<file path="config.mk">
export PLATFORM = sky130hd
export DESIGN_NAME = peripheral_sensor_in
export DESIGN_NICKNAME = d
export VERILOG_FILES = /design/src/rtl/peripheral_sensor_in.sv
export SDC_FILE = /design/constraint.sdc
export NUM_CORES = 1
export LEC_CHECK = 0
export CORE_MARGIN = 1
export CORE_UTILIZATION = 36
export DETAILED_ROUTE_END_ITERATION = 7
export MAX_ROUTING_LAYER = met4
export PLACE_DENSITY_LB_ADDON = 0.25
export SETUP_SLACK_MARGIN = 0.4
export SLEW_MARGIN = 25
export SYNTH_ARGS = -nofsm -noshare
export SYNTH_HDL_FRONTEND = slang
export SYNTH_SLANG_ARGS = --single-unit
export TNS_END_PERCENT = 30
</file>
<file path="constraint.sdc">
create_clock -name clk -period 1.65 [get_ports clk]
set_input_delay 0.495 -clock clk [delete_from_list [all_inputs] [get_ports clk]]
set_output_delay 0.495 -clock clk [all_outputs]
set_load 0.005 [all_outputs]
</file>
<file path="src/rtl/peripheral_sensor_in.sv">
// Memory-mapped sensor input block: 2-flop sync, optional debounce, W1C edge events, level irq.
// Define SENSOR_IN_DEBOUNCE_EN to build the per-channel debounce counters and the DBNC register.
`timescale 1ns/1ps
module peripheral_sensor_in #(
  parameter int N                = 2,
  parameter int DEBOUNCE_DEFAULT = 25000
) (
  input  logic         clk,
  input  logic         rst,
  input  logic         cs,
  input  logic [4:0]   addr,
  input  logic         rd,
  input  logic         wr,
  input  logic [31:0]  d_in,
  output logic [31:0]  d_out,
  output logic         mem_ready,
  input  logic [N-1:0] sens_in,
  output logic         irq
);

  localparam logic [2:0] REG_STATE  = 3'd0;
  localparam logic [2:0] REG_RAW    = 3'd1;
  localparam logic [2:0] REG_EVENT  = 3'd2;
  localparam logic [2:0] REG_IRQ_EN = 3'd3;
  localparam logic [2:0] REG_DBNC   = 3'd4;

  logic [N-1:0] sync1_reg, sync_reg;
  logic [N-1:0] stable_reg, stable_next;
  logic [N-1:0] rise_reg, rise_next, fall_reg, fall_next;
  logic [N-1:0] ie_rise_reg, ie_fall_reg;
  logic [N-1:0] rise_clr, fall_clr;
  logic [15:0]  dbnc_value;
  logic [2:0]   reg_sel;
  logic         wr_en, rd_en;
  logic [31:0]  rd_mux, rd_data_reg;
  logic         rd_pend_reg;
  logic         unused_ok;

  assign reg_sel   = addr[4:2];
  assign wr_en     = cs & wr;
  assign rd_en     = cs & rd;
  assign unused_ok = &{1'b0, addr[1:0], d_in};

  always_ff @(posedge clk or posedge rst) begin
    if (rst) begin
      sync1_reg <= '0;
      sync_reg  <= '0;
    end else begin
      sync1_reg <= sens_in;
      sync_reg  <= sync1_reg;
    end
  end

`ifdef SENSOR_IN_DEBOUNCE_EN
  logic [15:0] dbnc_reg;
  logic [15:0] thresh_m1;

  always_ff @(posedge clk or posedge rst) begin
    if (rst)
      dbnc_reg <= 16'(DEBOUNCE_DEFAULT);
    else if (wr_en && reg_sel == REG_DBNC)
      dbnc_reg <= d_in[15:0];
  end

  // DBNC = 0 behaves as T = 1, so the threshold never underflows.
  assign thresh_m1  = (dbnc_reg == 16'd0) ? 16'd0 : dbnc_reg - 16'd1;
  assign dbnc_value = dbnc_reg;

  genvar gi;
  generate
    for (gi = 0; gi < N; gi++) begin : g_dbnc
      logic [15:0] count_reg;
      logic        mismatch;
      logic        hit;

      assign mismatch        = sync_reg[gi] ^ stable_reg[gi];
      // >= rather than == so a lowered DBNC takes effect on an already-running count.
      assign hit             = mismatch && (count_reg >= thresh_m1);
      assign stable_next[gi] = hit ? sync_reg[gi] : stable_reg[gi];

      always_ff @(posedge clk or posedge rst) begin
        if (rst)
          count_reg <= '0;
        else if (!mismatch || hit)
          count_reg <= '0;
        else
          count_reg <= count_reg + 16'd1;
      end
    end
  endgenerate
`else
  assign stable_next = sync_reg;
  assign dbnc_value  = 16'd0;
`endif

  assign rise_clr  = (wr_en && reg_sel == REG_EVENT) ? d_in[N-1:0]   : '0;
  assign fall_clr  = (wr_en && reg_sel == REG_EVENT) ? d_in[N+7:8]   : '0;
  // New edges are OR-ed in after the clear so a colliding set wins.
  assign rise_next = (rise_reg & ~rise_clr) | (stable_next & ~stable_reg);
  assign fall_next = (fall_reg & ~fall_clr) | (~stable_next & stable_reg);

  always_ff @(posedge clk or posedge rst) begin
    if (rst) begin
      stable_reg  <= '0;
      rise_reg    <= '0;
      fall_reg    <= '0;
      ie_rise_reg <= '0;
      ie_fall_reg <= '0;
    end else begin
      stable_reg <= stable_next;
      rise_reg   <= rise_next;
      fall_reg   <= fall_next;
      if (wr_en && reg_sel == REG_IRQ_EN) begin
        ie_rise_reg <= d_in[N-1:0];
        ie_fall_reg <= d_in[N+7:8];
      end
    end
  end

  assign irq = |{rise_reg & ie_rise_reg, fall_reg & ie_fall_reg};

  always_comb begin
    rd_mux = '0;
    case (reg_sel)
      REG_STATE:  rd_mux[N-1:0] = stable_reg;
      REG_RAW:    rd_mux[N-1:0] = sync_reg;
      REG_EVENT: begin
        rd_mux[N-1:0] = rise_reg;
        rd_mux[N+7:8] = fall_reg;
      end
      REG_IRQ_EN: begin
        rd_mux[N-1:0] = ie_rise_reg;
        rd_mux[N+7:8] = ie_fall_reg;
      end
      REG_DBNC:   rd_mux[15:0] = dbnc_value;
      default:    rd_mux = '0;
    endcase
  end

  // Read data is captured at the strobe edge, so a simultaneous write returns the old value.
  always_ff @(posedge clk or posedge rst) begin
    if (rst) begin
      rd_pend_reg <= 1'b0;
      rd_data_reg <= '0;
      d_out       <= '0;
      mem_ready   <= 1'b0;
    end else begin
      rd_pend_reg <= rd_en;
      if (rd_en)
        rd_data_reg <= rd_mux;
      mem_ready <= rd_pend_reg;
      if (rd_pend_reg)
        d_out <= rd_data_reg;
    end
  end

endmodule

</file>
# Word level (Yosys, flattened, before mapping)
# Cells that the tools add are included.
# word_totals
register_bits,24
latch_bits,0
ramBits,0
rom_bits,0
inputBits,44
out_inout_bits,34
wordCells,36
memories,0
# classes
add_sub_neg,0
mul,0
div_mod_pow,0
magnitude_cmp,0
eq_ne,3
shift,0
mux,4
n_bitwise,14
n_reduce_logical,4
# op_table
cell,n
$and A2 B2 Y2,6
$not A2 Y2,4
$pmux W2 S4,1
$eq A3 B2 Y1 const B,2
$mux W2,2
$or A2 B2 Y2,2
$pmux W2 S2,1
$reduce_or A4 Y1,1
$eq A3 B1 Y1 const B,1
$logic_not A3 Y1,1
$and A1 B1 Y1,2
$logic_and A1 B1 Y1,2

# Logic depth before layout (Yosys ltp)
# logic_depth
depth_word,6
depth_mapped,5
depth_no_buf,3

# Least setup slack after synthesis
# No wires, ideal clock.
# synth_timing
kind,input-to-reg
from,input port addr[4]
to,register ie_fall_reg[0]
setup_ns,0.125
t_arrival_ns,1.339
required_ns,1.525
path_slack_ns,0.186
path_stages,4
path_buffers,1
path_cell_list,nand4b_2 > or2_1 > buf_6 > mux2_4
# synth_between
elab_chain_cells,2
# synth_lines
item,line_no,rtl
from (decl),11,"input logic [4:0] addr,"
$eq A3 B2 Y1,113,if (wr_en && reg_sel == REG_IRQ_EN) begin
$logic_and A1 B1 Y1,113,
to (signal assigned),115,ie_fall_reg <= d_in[N+7:8];
to (decl),30,"logic [N-1:0] ie_rise_reg, ie_fall_reg;"
# No other way between the ends.
# A chain may end at the register's enable or synchronous reset.

# Worst setup path in the final report
# layout_timing
from,register ie_rise_reg[0]
to,output port irq
# layout_between
elab_chain_cells,2
# layout_lines
item,line_no,rtl
from (decl),30,
from (signal assigned),114,ie_rise_reg <= d_in[N-1:0];
$and A2 B2 Y2,120,"assign irq = |{rise_reg & ie_rise_reg, fall_reg & ie_fall_reg};"
$reduce_or A4 Y1,120,
to (decl),18,output logic irq
# No other way between the ends.

==> impl_results.md <==
* Yosys warning total at 0
* Clock Latency Late Sink at just over 0.3 ns
* Finished Layout Cells at 175
* Post-synthesis simple-gate area fraction at 0.0617
* Synth Area in Adders at 0
* Utilization after layout at 0.457
* Root buf cell: clkbuf_4
* Final Hold Viols at 0
* Die W at 59.7 um
* Core area at approximately 0.0031 mm^2
* Most common cell after layout, fill and taps aside: conb_1
* Unrepaired setup endpoints after global routing: true
* Number of max-cap violations at 0
* HP Class: reg -> reg
* Vias at around 710
* Fin crit share at 0.981
* Grt peak-use layer: met2
* Synthesized area per cell at 12.0 um^2
* # port buffers at 19
* Die Y at around 60 um
* Final Critical Period at around 1.6 ns
* #FFs+latches synth at 24
* CP required at between 1 and 1.5 ns
* Clock transition at path regs at 0.12 ns
* Initial antenna violation count at 0
* Drt via density at around 4.1
* GRT met2 Usage at 0.179
* GR Util met1 at 0.160
* Cell Chain, Critical Path: a22oi_1, nand2_1, buf_2
* Placed Cells at between 150 and 200
* Cell type with the highest aggregate area in the netlist: dfrtp_1
* Routed len/inst at ~11 um
* CTS tree: yes
* Area growth from synthesis to layout at 18.4%
* LEAKAGE at approximately 0.76 nW
* Routed WL at 1.95 mm
* Outcome: complete, no violations
* Critical Path Max Stage Delay at ~0.41 ns
* Reg-to-Reg Start: ie_rise_reg[0]$_DFFE_PP0P_
* Number of DRC markers in iteration 0 at 5
* Main combinational cell family by area after synthesis: buffers and inverters
* CTS max path bufs at 2
* Syn Inst Count at 100
* All-Layer GR Usage at 0.122
* PD cells at about 850 mW/mm^2
* Final setup vio count at 0
* Top-area cell type share of the netlist area at 0.502
* CP startpoint: ie_rise_reg[0]$_DFFE_PP0P_
* Setup ws final at 0.0320 ns
* Slowest-stage cell, CP: dfrtp_1
* DR pass1 iterations at 2
* Compound-Gate Fraction of Synth Area at 0.0690
* Clock sink total at 24
* Slew Limit Fails at 0
* Placed cell area at between 0.001 and 0.0015 mm^2
* Crit start category: flip-flop
* First-pass GRT wire length at just over 3 mm
* Routability Congestion at roughly 0.78
* Drc violations at 0
* Die area at between 0.003 and 0.004 mm^2
* Most frequent cells in the layout: conb_1, dfrtp_1, buf_4, o21ai_0, clkdlybuf4s50_1
* Worst Path Max Fanout at 2
* Peak Freq at between 600 and 700 MHz
* Yosys cell types at 18
* Worst vdd ir at approximately 480 uV
* NumNets Final at roughly 180
* Detail Route Antenna Nets at 0
* Diode count at 0
* Final Cell Area at around 0.0014 mm^2
* Hold Startpoint: sync1_reg[0]$_DFF_PP0_
* WHS at 0.360 ns
* H-tree depth at 1
* Register area share after synthesis at 0.502
* CP Capture Type: output port
* Hold depth at 0
* Met3 usage at 0.0455
* DP HPWL at between 1 and 1.5 mm
* CP Class: reg -> out
* Core Rows at 20
* Xor and xnor fraction of the mapped netlist area at 0
* Pre-CTS setup slack at -0.351 ns
* Vias in the first global route at between 600 and 700
* GRT overflow at 0
* Critical path arrival at between 1 and 1.5 ns
* Synth top area cells: dfrtp_1, buf_4, mux2_4
* Fraction of layout cells with a size suffix above 1 at 0.267
* Starting density of the core at 0.386
* # IOs at 78
* Worst Skew at ~0.0053 ns
* Post-synthesis mux area share at 0.148
* Total CTS buffers at 3
* Worst reg-to-reg path cell count at 4
* Largest net degree at the start of global routing at 25
* Mapped cell area at 0.00120 mm^2
## report_power, final
part / switching [W] / internal, W / leakage [nW]
clock network: 0.000158 / 0.0000853 / 0.0138
logic: 0.000102 / 0.000164 / 0.457
registers: 0.0000395 / 0.000651 / 0.287
total: 0.000300 / 0.000901 / 0.757
## cell families after synthesis
family | count (synthesis)
muxes | 12
other | 1
and+or+nand+nor | 12
AOI/OAI and AO/OA | 14
buffers and inverters | 37
DFF | 24
## Yosys cell counts
cell	instances
buf_4	28
dfrtp_1	24
o21ai_0	10
inv_1	7
mux2_2	4
mux2_4	4
nand2_1	4
nand2b_1	4
a22o_1	2
a22oi_1	2
buf_6	2
mux2i_1	2
mux4_1	2
conb_1	1
nand4b_1	1
nand4b_2	1
nor2_1	1
or2_1	1
## worst paths after layout
check	end	slack [ns]
setup / recovery	irq	0.03
hold / removal	stable_next[0]$_DFF_PP0_	0.36
setup reg to reg	rd_data_reg[0]$_DFFE_PP0P_	0.22
hold reg to reg	stable_next[0]$_DFF_PP0_	0.36
max in group asynchronous	ie_fall_reg[0]$_DFFE_PP0P_	0.89
min in group asynchronous	stable_next[0]$_DFF_PP0_	0.52
## timing repair
item,in CTS,in global routing
buffers inserted,2,1
pin swaps,3,1
endpoints found under the hold margin,0,0
gates resized for setup,23,8
setup endpoints to repair,18,18
hold buffers,0,0
## layout make-up
class                           count  area, um^2
Fill cell                         322        1690
Sequential cell                    24         601
Multi-Input combinational cell     66         450
Timing Repair Buffer               31         263
Tap cell                           44        55.1
Inverter                            7        26.3
Clock buffer                        3        22.5
## per-layer routing
layer | part of all wire | vias up | wire length [um]
met5 | 0 | - | 0
met4 | 0.0046 | 0 | 9
met3 | 0.072 | 2 | 140
met2 | 0.45 | 35 | 880
met1 | 0.47 | 343 | 916
li1 | - | 334 | -
## stage by stage
stage	TNS [ns]	total power (W)
CTS	0	0.00122
floorplan	0	0.000873
global route	-0.0236	0.00128
detailed placement	-2.35	0.000964
finish	0	0.00120
global placement	-2.15	0.000958
## critical path, delay by kind of cell (launching register included)
family / cells / cell delay, ns
flops: 1 / 0.41
simple gates: 1 / 0.08
compound gates: 1 / 0.19
buf+inv: 1 / 0.13
No activity file was read; power rests on OpenSTA's default activity.
